--- src/rtl/div_32x16_signed_seq_pkg.sv ---
// Shared widths, iteration count and FSM encoding for the sequential 32/16 divider.
package div_32x16_signed_seq_pkg;

  localparam int unsigned WidthN   = 32;
  localparam int unsigned WidthD   = 16;
  localparam int unsigned DivSteps = WidthN;
  localparam int unsigned CntW     = $clog2(WidthN);

  typedef enum logic [1:0] {
    StIdle = 2'd0,
    StCalc = 2'd1,
    StFix  = 2'd2
  } state_e;

endpackage

--- src/rtl/div_32x16_signed_seq_if.sv ---
// Request/result bundle between a divider client (master) and the divider (slave).
interface div_32x16_signed_seq_if;
  import div_32x16_signed_seq_pkg::*;

  logic              start;
  logic [WidthN-1:0] dividend;
  logic [WidthD-1:0] divisor;
  logic              busy;
  logic              done;
  logic [WidthN-1:0] quotient;
  logic [WidthD-1:0] remainder;
  logic              div_by_zero;
  logic              overflow;

  modport master (
    output start, dividend, divisor,
    input  busy, done, quotient, remainder, div_by_zero, overflow
  );

  modport slave (
    input  start, dividend, divisor,
    output busy, done, quotient, remainder, div_by_zero, overflow
  );
endinterface

--- src/rtl/div_32x16_signed_seq_step.sv ---
// One restoring-division step on magnitudes: shift {rem,quo} left, subtract if it fits.
module div_32x16_signed_seq_step
  import div_32x16_signed_seq_pkg::*;
(
  input  logic [WidthD-1:0] rem_i,
  input  logic [WidthN-1:0] quo_i,
  input  logic [WidthD-1:0] dvs_i,
  output logic [WidthD-1:0] rem_o,
  output logic [WidthN-1:0] quo_o
);

  logic [WidthD:0]   shifted;
  logic [WidthD-1:0] diff;
  logic              fits;

  always_comb begin
    shifted = {rem_i, quo_i[WidthN-1]};
    fits    = (shifted >= {1'b0, dvs_i});
    // When the trial fits the result is below the divisor, so 16 bits suffice.
    diff    = shifted[WidthD-1:0] - dvs_i;
    rem_o   = fits ? diff : shifted[WidthD-1:0];
    quo_o   = {quo_i[WidthN-2:0], fits};
  end

endmodule

--- src/rtl/div_32x16_signed_seq.sv ---
// Sequential restoring 32/16 divider, fixed 34-cycle latency, optional two's complement mode.
module div_32x16_signed_seq
  import div_32x16_signed_seq_pkg::*;
#(
  parameter bit IsSigned = 1'b1
) (
  input  logic                   clk_i,
  input  logic                   sclr_i,
  div_32x16_signed_seq_if.slave  bus
);

  state_e            state_q, state_d;
  logic [CntW-1:0]   cnt_q;
  logic [WidthN-1:0] quo_q, quo_step, fix_quo, quo_out_q;
  logic [WidthD-1:0] rem_q, rem_step, fix_rem, dbz_rem, rem_out_q;
  logic [WidthD-1:0] dvs_q;
  logic              sign_n_q, sign_d_q, dbz_q, ovf_q;
  logic              done_q, dbz_out_q, ovf_out_q;
  logic              n_neg, d_neg;
  logic [WidthN-1:0] mag_n;
  logic [WidthD-1:0] mag_d;

  div_32x16_signed_seq_step u_step (
    .rem_i (rem_q),
    .quo_i (quo_q),
    .dvs_i (dvs_q),
    .rem_o (rem_step),
    .quo_o (quo_step)
  );

  always_ff @(posedge clk_i) begin
    if (sclr_i) state_q <= StIdle;
    else        state_q <= state_d;
  end

  always_comb begin
    state_d = state_q;
    unique case (state_q)
      StIdle:  if (bus.start) state_d = (bus.divisor == '0) ? StFix : StCalc;
      StCalc:  if (cnt_q == CntW'(DivSteps - 1)) state_d = StFix;
      StFix:   state_d = StIdle;
      default: state_d = StIdle;
    endcase
  end

  always_comb begin
    bus.busy        = (state_q != StIdle);
    bus.done        = done_q;
    bus.quotient    = quo_out_q;
    bus.remainder   = rem_out_q;
    bus.div_by_zero = dbz_out_q;
    bus.overflow    = ovf_out_q;
  end

  always_comb begin
    n_neg   = IsSigned && bus.dividend[WidthN-1];
    d_neg   = IsSigned && bus.divisor[WidthD-1];
    mag_n   = n_neg ? -bus.dividend : bus.dividend;
    mag_d   = d_neg ? -bus.divisor : bus.divisor;
    fix_quo = (sign_n_q ^ sign_d_q) ? -quo_q : quo_q;
    fix_rem = sign_n_q ? -rem_q : rem_q;
    // On divide-by-zero quo_q still holds |dividend|; re-sign it to recover the raw low half.
    dbz_rem = sign_n_q ? -quo_q[WidthD-1:0] : quo_q[WidthD-1:0];
  end

  always_ff @(posedge clk_i) begin
    if (sclr_i) begin
      cnt_q     <= '0;
      quo_q     <= '0;
      rem_q     <= '0;
      dvs_q     <= '0;
      sign_n_q  <= 1'b0;
      sign_d_q  <= 1'b0;
      dbz_q     <= 1'b0;
      ovf_q     <= 1'b0;
      done_q    <= 1'b0;
      quo_out_q <= '0;
      rem_out_q <= '0;
      dbz_out_q <= 1'b0;
      ovf_out_q <= 1'b0;
    end else begin
      done_q <= 1'b0;
      unique case (state_q)
        StIdle: begin
          if (bus.start) begin
            quo_q     <= mag_n;
            rem_q     <= '0;
            dvs_q     <= mag_d;
            sign_n_q  <= n_neg;
            sign_d_q  <= d_neg;
            cnt_q     <= '0;
            dbz_q     <= (bus.divisor == '0);
            ovf_q     <= IsSigned && (bus.dividend == 32'h8000_0000) &&
                         (bus.divisor == 16'hFFFF);
            dbz_out_q <= 1'b0;
            ovf_out_q <= 1'b0;
          end
        end
        StCalc: begin
          quo_q <= quo_step;
          rem_q <= rem_step;
          cnt_q <= cnt_q + 1'b1;
        end
        StFix: begin
          done_q    <= 1'b1;
          quo_out_q <= dbz_q ? '1 : fix_quo;
          rem_out_q <= dbz_q ? dbz_rem : fix_rem;
          dbz_out_q <= dbz_q;
          ovf_out_q <= ovf_q;
        end
        default: ;
      endcase
    end
  end

endmodule

--- src/flat_wrapper.sv ---
// flat-port wrapper written by rule: the top's interface ports become plain ports
module div_32x16_signed_seq_flat import div_32x16_signed_seq_pkg::*;
#(
  parameter bit IsSigned = 1'b1
)
  (clk_i, sclr_i, bus_start, bus_dividend, bus_divisor, bus_busy, bus_done, bus_quotient, bus_remainder, bus_div_by_zero, bus_overflow);
  div_32x16_signed_seq_if bus_i ();
  input  logic clk_i;
  input  logic sclr_i;
  input wire logic [$bits(bus_i.start)-1:0] bus_start;
  input wire logic [$bits(bus_i.dividend)-1:0] bus_dividend;
  input wire logic [$bits(bus_i.divisor)-1:0] bus_divisor;
  output wire logic [$bits(bus_i.busy)-1:0] bus_busy;
  output wire logic [$bits(bus_i.done)-1:0] bus_done;
  output wire logic [$bits(bus_i.quotient)-1:0] bus_quotient;
  output wire logic [$bits(bus_i.remainder)-1:0] bus_remainder;
  output wire logic [$bits(bus_i.div_by_zero)-1:0] bus_div_by_zero;
  output wire logic [$bits(bus_i.overflow)-1:0] bus_overflow;
  assign bus_i.start = bus_start;
  assign bus_i.dividend = bus_dividend;
  assign bus_i.divisor = bus_divisor;
  assign bus_busy = bus_i.busy;
  assign bus_done = bus_i.done;
  assign bus_quotient = bus_i.quotient;
  assign bus_remainder = bus_i.remainder;
  assign bus_div_by_zero = bus_i.div_by_zero;
  assign bus_overflow = bus_i.overflow;
  div_32x16_signed_seq #(.IsSigned(IsSigned)) u_core (.clk_i(clk_i), .sclr_i(sclr_i), .bus(bus_i));
endmodule
--- config.mk ---
export PLATFORM = sky130hd
export DESIGN_NAME = div_32x16_signed_seq_flat
export DESIGN_NICKNAME = d
export VERILOG_FILES = /design/src/rtl/div_32x16_signed_seq_pkg.sv /design/src/rtl/div_32x16_signed_seq_if.sv /design/src/rtl/div_32x16_signed_seq_step.sv /design/src/rtl/div_32x16_signed_seq.sv /design/src/flat_wrapper.sv
export SDC_FILE = /design/constraint.sdc
export NUM_CORES = 1
export LEC_CHECK = 0
export ABC_AREA = 1
export ABC_CLOCK_PERIOD_IN_PS = 4500
export CAP_MARGIN = 40
export CORE_MARGIN = 3
export CORE_UTILIZATION = 60
export DETAILED_ROUTE_END_ITERATION = 8
export PLACE_DENSITY = 0.84
export SLEW_MARGIN = 5
export SYNTH_ARGS = -nofsm -noshare
export SYNTH_HDL_FRONTEND = slang
export SYNTH_SLANG_ARGS = --single-unit
--- constraint.sdc ---
create_clock -name clk_i -period 4.5 [get_ports clk_i]
set_clock_uncertainty 0.05 [all_clocks]
set_input_delay 0.9 -clock clk_i [delete_from_list [all_inputs] [get_ports clk_i]]
set_output_delay 0.9 -clock clk_i [all_outputs]
set_load 0.005 [all_outputs]
# Word-level counts from Yosys, hierarchy flattened
# Index checks and enable logic that the tools add are counted.
[totals]
ff_bits = 126
input_bits = 51
out_inout_bits = 52
word_cells = 62
[op_classes]
eq_ne = 7
bitwise_logic = 1
addsub = 7
mux = 22
n_reduce_logical = 10
order_cmp = 1
[op_table]
columns = ["operator", "n"]
rows = [
  ["$mux 32", 4],
  ["$mux 16", 6],
  ["$neg 32->32", 2],
  ["$pmux 32 s2", 1],
  ["$neg 16->16", 3],
  ["$eq 32x32->1 const B", 1],
  ["$pmux 16 s2", 1],
  ["$ge 17x16->1", 1],
  ["$eq 16x16->1 const B", 1],
  ["$logic_not 16->1", 1],
  ["$sub 16x16->16", 1],
  ["$pmux 5 s2", 1],
  ["$reduce_and 2->1", 4],
  ["$mux 2", 3],
  ["$reduce_bool 2->1", 3],
  ["$add 5x1->5 const B", 1],
  ["$eq 5x5->1 const B", 1],
  ["$mux 5", 1],
  ["$pmux 1 s2", 2],
  ["$pmux 2 s2", 1],
  ["$eq 2x1->1 const B", 1],
  ["$eq 2x2->1 const B", 1],
  ["$logic_not 2->1", 1],
  ["$mux 1", 2],
  ["other kinds (4)", 4],
]

# Longest topological paths before layout
# Gate-level depths: netlist (run 1).
[logic_depth]
ltp_word = 4
mapped_depth = 15
depth_no_buf = 15

# Cells and area by module
# Synthesis (run 1) repeated with hierarchy kept, for this count alone.
[unflattened]
cells_unflattened = 1569
hier_area_um2 = 9580.4
[modules_own_cells]
columns = ["module", "cells_each", "area_per_inst_um2", "seq_area_each_um2", "instances"]
rows = [
  ["div_32x16_signed_seq", 1268, 7985.2, 2522.4, 1],
  ["div_32x16_signed_seq_step", 301, 1595.3, 0.0, 1],
]

# Worst setup path before layout (run 1)
# No wires, ideal clock.
[synth_path]
path_kind = "input-to-reg"
startpoint = "input bus_dividend[1]"
endpoint = "register u_core.quo_q[28]"
setup_time_ps = 137
required_time_ps = 4313
stages = 11
setup_slack_ps = 2311
arrival_ps = 2003
path_buffers = 0
path_cell_list = "inv_1 ha_1 nand3_1 nor2_2 nand4_1 nand2_1 nand2_1 nand2_1 nand3_1 nand2_1 a21oi_1"
[synth_via]
elab_chain_len = 4
[synth_lines]
columns = ["item", "line", "source"]
rows = [
  ["start, declared", "flat_wrapper.sv:11", "input wire logic [$bits(bus_i.dividend)-1:0] bus_dividend;"],
  ["$neg 32->32", "div_32x16_signed_seq.sv:58", "mag_n = n_neg ? -bus.dividend : bus.dividend;"],
  ["$mux 32", "div_32x16_signed_seq.sv:58", ""],
  ["$mux 32", "div_32x16_signed_seq.sv:85", "if (bus.start) begin"],
  ["$pmux 32 s2", "div_32x16_signed_seq.sv:83", "unique case (state_q)"],
  ["end signal, assigned", "div_32x16_signed_seq.sv:86", "quo_q <= mag_n;"],
  ["end signal, assigned", "div_32x16_signed_seq.sv:100", "quo_q <= quo_step;"],
  ["end, declared", "div_32x16_signed_seq.sv:14", "logic [WidthN-1:0] quo_q, quo_step, fix_quo, quo_out_q;"],
]
# Every way passes these cells. The select of a mux whose other input is x is not followed.
# A chain may end at the register's enable or synchronous reset.

# Worst setup path after layout (run 1)
[layout_path]
startpoint = "input bus_start"
endpoint = "register u_core.quo_q[10]"
[layout_via]
elab_chain_len = 2
[layout_lines]
columns = ["item", "line", "source"]
rows = [
  ["start, declared", "flat_wrapper.sv:10", "input wire logic [$bits(bus_i.start)-1:0] bus_start;"],
  ["$ne 2x2->1 (no source line)", "--", ""],
  ["$reduce_and 2->1 (no source line)", "--", ""],
]
# Every way passes these cells.

==> run_results.csv, run 1 <==
group,metric,value,unit
outcome,status,"finished, final reports clean",
cts,ctsResizeCount,0,
place,post_dp_cell_area,10200,sq um
sta,fmax,0.321,GHz
route,drt_iter0_drc,1230,
route,drc,0,
place,post-place-ws,1030,ps
cts,htree_num_levels,4,
logic_synthesis,netlist_area,9160,sq um
min_path,min_path_cells,2,
place,placed_cells,1697,
cts,clock_sinks,126,
final_layout,final_cell_count_no_fill,1726,
setup_path,arrival,3410,ps
power,peakVddDrop,0.540,mV
cts,cts.clk_slew.worst_paths,60,ps
route,wl,28500,microns
setup_path,cp_cell_sequence,"clkdlybuf4s50_1 > nand2_2 > inv_2 > nor2_4 > buf_4 > nand2_1 > a21oi_1",
final_layout,drive_gt1_share,9.73,%
setup_path,r2r_start,"u_core.state_q[1]",
place,dp_hpwl,21300,microns
cts,cts_buffers,17,
setup_path,r2r-end,"u_core.quo_q[10]",
sta,finalHoldWorstSlack,418,ps
setup_path,cp_slowest_cell,"nor2_4",
power,leakage,4.91,nW
sta,post-route-period-util,69.2,%
cts,holdBufCountCts,0,
cts,cts_tree,"yes",
logic_synthesis,synthSimpleGateAreaFrac,37.1,%
min_path,holdPathEnd,"u_core.quo_q[28]",
floorplanning,initial_core_util,62.1,%
sta,slew_headroom,38.5,%
logic_synthesis,synth-edff-count,0,
cts,cts-root-buf,"clkbuf_16",
setup_path,start_kind,"primary input",
cts,post_cts.repair.setup_buffers,0,
setup_path,worst_setup_path_end_kind,"flip-flop",
place,io_buffer_count,102,
setup_path,path_class,"in2reg",
sta,hold_viol,0,
logic_synthesis,synthCells,1461,
min_path,min_from,"u_core.quo_q[28]",
final_layout,fin_area,10700,sq um
setup_path,reg2reg_depth,7,
route,ant_nets,0,
logic_synthesis,synth_seq_cells,126,
sta,setup_slack,1390,ps
logic_synthesis,syn_nets,1536,
floorplanning,dieHeight,130,microns
sta,tns,0,ps
sta,grt_setup_unrepaired,"false",
min_path,hp-class,"reg2reg",
final_layout,area_growth,17.1,%
route,via_count,10100,
power,p_per_area,594,nW/um^2
sta,fin_crit,3110,ps
logic_synthesis,ys_types,53,
global_route,grt_pass1_wl,45300,microns
sta,setup_viol,0,
setup_path,cpPeakStageDelay,520,ps
logic_synthesis,synth_fa_ha_area_share,3.36,%
logic_synthesis,synth.largest_area_cell,"dfxtp_1",
floorplanning,num_rows,44,
cts,clkLatencyLatePin,420,ps
logic_synthesis,syn_avg_cell_area,6.27,sq um
sta,finalMaxSlewViolations,0,
final_layout,final_common_cell,"nand2_1",
logic_synthesis,ys_top_cells_by_area,"dfxtp_1 (28%), nand2_1 (17%), inv_1 (6.6%)",
logic_synthesis,netlist.area_leader.share,27.5,%
cts,cts_max_path_buffers,2,
final_layout,fin_nets,1607,
global_route,grt_overflow_total,0,
route,wl_per_cell,16.5,microns
logic_synthesis,synth-warning-count,0,
final_layout,final_cell_mix,"nand2_1 (422), inv_1 (162), dfxtp_1 (126)",
logic_synthesis,ys_seq_area_share,27.5,%
global_route,track_usage,33.9,%
floorplanning,dieArea,16800,sq um
floorplanning,core,14800,sq um
setup_path,r2r_setup_slack,1830,ps
global_route,grt_max_degree,55,
setup_path,critPathMaxFanout,37,
global_route,antenna_found_initial,0,
logic_synthesis,synth_compound_area_share,17.4,%
setup_path,required,4790,ps
final_layout,diodes,0,
global_route,grt_pass1_vias,8819,
logic_synthesis,ys.flop_type,"dfxtp_1",
route,dr.pass1.iters,6,
logic_synthesis,synth_top_family_by_area,"simple AND/OR/NAND/NOR gates",
floorplanning,io_pins,103,
route,viasPerCell,5.85,
logic_synthesis,synth-xor-area-share,4.01,%
floorplanning,die_w,130,microns
place,routabilityCongestion,0.947,
logic_synthesis,yosys-mux-area-fraction,0,%
sta,tightest_slew,920,ps
run,drv_cap,0,
logic_synthesis,async_reset_ff_share,0,%
[logic make-up (layout without fill, tap and decap cells)]
family	Yosys count	after routing
and+or+nand+nor	751	751
AOI/OAI and AO/OA	280	280
buffers and inverters	238	319
DFF	126	126
xor gates and xnor gates	42	42
adders and majority gates	24	24
[per-layer routing]
| metal | wire length, microns | GRT usage (%) | vias to the layer above |
|---|---|---|---|
| met5 | 0 | 0 | - |
| met4 | 430 | 7.09 | 0 |
| met1 | 13400 | 52.2 | 4654 |
| met2 | 11700 | 48.6 | 506 |
| met3 | 2960 | 6.97 | 41 |
| li1 | - | - | 4893 |
[worst max-delay path: cells and delay by family]
family	cells	cell delay (ps)
compound gates	1	180
buf+inv	3	1180
simple gates	3	1130
[sequential cells by signal, indices dropped and copies added, names as in the netlist, 2 cells and up]
signal and cells:
u_core.bus.remainder 16, u_core.dvs_q 16, u_core.state_q 2, u_core.rem_q 16, u_core.quo_q 32, u_core.cnt_q 5, u_core.bus.quotient 32
[synthesized netlist by cell type (2+ instances only)]
master,instances
nor3_2,2
buf_2,14
xor2_1,28
nand4_1,20
o31ai_1,4
o221ai_1,7
a211oi_1,2
inv_2,17
nor3_1,16
buf_6,2
o21ai_0,100
xnor2_1,14
o21bai_1,2
nor2_1,122
o22ai_1,2
nand2_4,2
a21oi_2,11
nand3_1,83
nand2_1,422
dfxtp_1,126
a31oi_1,18
a32oi_1,3
nor2_2,11
nor2_4,5
nand3_2,28
or2_2,8
nand3b_1,4
ha_1,23
nor4_1,2
clkbuf_1,39
o21ai_1,21
inv_1,162
nand2_2,21
o211ai_1,14
a21oi_1,86
o2111ai_1,3
[worst max-delay path by stage]
stage,start,end,slack [ps]
2_1_floorplan,bus_dividend[1],u_core.quo_q[28],2310
3_3_place_gp,bus_start,u_core.quo_q[7],1120
3_5_place_dp,bus_start,u_core.quo_q[10],1030
4_1_cts,bus_start,u_core.quo_q[10],1460
5_1_grt,bus_start,u_core.quo_q[17],1160
6_report,bus_start,u_core.quo_q[10],1390
[power by group]
part | internal, mW | total, mW | leakage [nW] | switching (mW)
Sequential | 1.25 | 1.46 | 1.03 | 0.203
Combinational | 1.24 | 3.65 | 3.61 | 2.41
Clock | 0.777 | 1.27 | 0.269 | 0.495
Total | 3.27 | 6.38 | 4.91 | 3.11
[per-stage QoR]
step / util, % / power [mW]
detailed placement: 69.1 / 5.03
global placement: 69.1 / 4.95
CTS: 72.7 / 6.28
global route: 72.7 / 6.82
finish: 72.7 / 6.38
floorplan: - / 4.37
[area by class of cell]
type	instances	area (sq um)
well taps	184	230
inverters	179	672
repair buffers	111	1080
clock buffers	23	508
fillers	1288	4020
multi-input cells	1097	5680
flip-flops and latches	126	2520
clock inverters	6	35.0
(Power assumes the default switching activity.)
==> inputs of run 2 (changes only) <==
- ABC_CLOCK_PERIOD_IN_PS: 4500 -> 3000
- CORE_UTILIZATION: 60 -> 58
- PLACE_DENSITY: 0.84 -> 0.82
- clock period: 4.5 -> 3 ns (I/O delays scaled with it)
==> run 2 against run 1 <==
Against the previous run:
- final area up 1.2%
- count of clock-buffer cells in the layout fell by 5
- flip-flop and latch count did not move
- register-to-register slack worse by 1200 ps
- total power rose by 50%
- hold slack worse by 7.0 ps
- core utilization fell by 1.8 points
- highest routed layer unchanged
==> run_results.csv, run 2 (synthesis results as in run 1) <==
group,metric,value,unit
global_route,grt_pass1_wl,43900,microns
setup_path,path_buf_inv,1,
cts,cts-root-buf,"clkbuf_16",
setup_path,path_depth,13,
power,leakage,4.96,nW
setup_path,worst_setup_path_end_kind,"flip-flop",
run,drv_cap,0,
route,drt_iter0_drc,1149,
final_layout,final_common_cell,"nand2_1",
setup_path,reg2reg_depth,13,
cts,holdBufCountCts,0,
sta,grt_setup_unrepaired,"false",
final_layout,fin_nets,1615,
setup_path,crit_family,"simple AND/OR/NAND/NOR gates",
route,wl,27200,microns
power,p_per_area,883,nW/um^2
sta,setup_viol,0,
setup_path,crit_path_frequent_cell,"nand2_1",
power,peakVddDrop,0.493,mV
setup_path,cp_slowest_cell,"dfxtp_1",
floorplanning,die_w,132,microns
route,wl_per_cell,15.4,microns
route,ant_nets,0,
sta,tns,0,ps
setup_path,arrival,2590,ps
final_layout,drive_gt1_share,10.3,%
setup_path,required,3220,ps
place,post_dp_cell_area,10300,sq um
sta,hold_viol,0,
floorplanning,io_pins,103,
global_route,track_usage,30.7,%
cts,post_cts.repair.setup_buffers,0,
sta,setup_slack,626,ps
final_layout,final_cell_mix,"nand2_1 (422), inv_1 (162), dfxtp_1 (126)",
cts,ctsResizeCount,0,
sta,fin_crit,2370,ps
floorplanning,num_rows,45,
final_layout,area_growth,18.6,%
floorplanning,initial_core_util,59.8,%
outcome,status,"finished, final reports clean",
final_layout,diodes,0,
floorplanning,core,15300,sq um
final_layout,fin_area,10900,sq um
floorplanning,dieArea,17300,sq um
setup_path,cp_cell_sequence,"ha_1 > nand2_1 > inv_1 > nand2_1 > nand3_2 > nand2_2 > nand2_2 > nand2_4 > nand2_8 > nand2_2 > nand2_1 > nand2_1 > a21oi_1",
place,routabilityCongestion,0.978,
cts,cts_max_path_buffers,2,
global_route,grt_pass1_vias,8704,
global_route,grt_max_degree,66,
place,io_buffer_count,102,
setup_path,start_kind,"flip-flop",
cts,htree_num_levels,4,
min_path,hp-class,"in2reg",
setup_path,critPathMaxFanout,17,
route,drc,0,
power,totalPowerFinal,9.60,mW
cts,clkLatencyLatePin,420,ps
sta,slew_headroom,43.6,%
cts,cts.clk_slew.worst_paths,60,ps
sta,fmax,0.421,GHz
floorplanning,dieHeight,132,microns
route,dr.pass1.iters,6,
sta,tightest_slew,846,ps
setup_path,path_class,"reg2reg",
route,via_count,9898,
min_path,min_path_cells,2,
place,post-place-ws,423,ps
setup_path,cpPeakStageDelay,430,ps
sta,post-route-period-util,79.1,%
global_route,antenna_found_initial,0,
global_route,grt_overflow_total,0,
final_layout,fillers,1355,
place,dp_hpwl,20100,microns
cts,cts_tree,"yes",
cts,clock_sinks,126,
route,viasPerCell,5.62,
cts,cts_buffers,17,
sta,finalMaxSlewViolations,0,
run 2: cell count changes in the layout (fill, tap and decap cells not counted), sizes merged:
cell / change
buf: +8
bufinv: +3
clkinvlp: +1
clkinv: +2
clkbuf: -5
run 2: worst reg2reg max path: cells and delay by family, from the launching register on:
kind	cells	cell delay [ps]
compound gates	1	60
fa+ha+maj	1	350
buf+inv	1	60
flops	1	430
simple gates	10	1290
run 2: worst paths after layout:
kind	from	end	slack (ps)
worst max-delay path	u_core.rem_q[3]	u_core.rem_q[15]	630
worst min-delay path	sclr_i	u_core.bus.done	410
worst max register to register	u_core.rem_q[3]	u_core.rem_q[15]	630
worst min register to register	u_core.quo_q[27]	u_core.quo_q[27]	410
run 2: final cells by class:
| cell class | instances | area [sq um] | share of cell area [%] |
|---|---|---|---|
| multi-input combinational | 1097 | 5680 | 52.3 |
| inverter | 179 | 672 | 6.18 |
| clock inverter | 12 | 146 | 1.35 |
| sequential | 126 | 2520 | 23.2 |
| timing repair buffer | 119 | 1140 | 10.5 |
| tap | 211 | 264 | 2.43 |
| clock buffer | 18 | 439 | 4.04 |
run 2: metal layers:
metal  global-route usage, %  wire (microns)  up-vias
li1                        -               -     4915
met5                       0               0        -
met4                    8.23             514        0
met3                    6.05            2930       47
met2                    44.8           11400      510
met1                    46.0           12400     4426
run 2: metrics by stage:
stage	hold slack [ps]	std cells	util, %
2_1_floorplan	379	1461	-
3_3_place_gp	395	1732	67.1
3_5_place_dp	405	1732	67.1
4_1_cts	402	1762	70.9
5_1_grt	418	1762	70.9
6_report	411	1762	70.9
run 2: power by group:
part	leakage, nW	switching, mW	internal [mW]
Combinational	3.65	3.51	1.88
Clock	0.283	0.754	1.31
Sequential	1.03	0.265	1.88
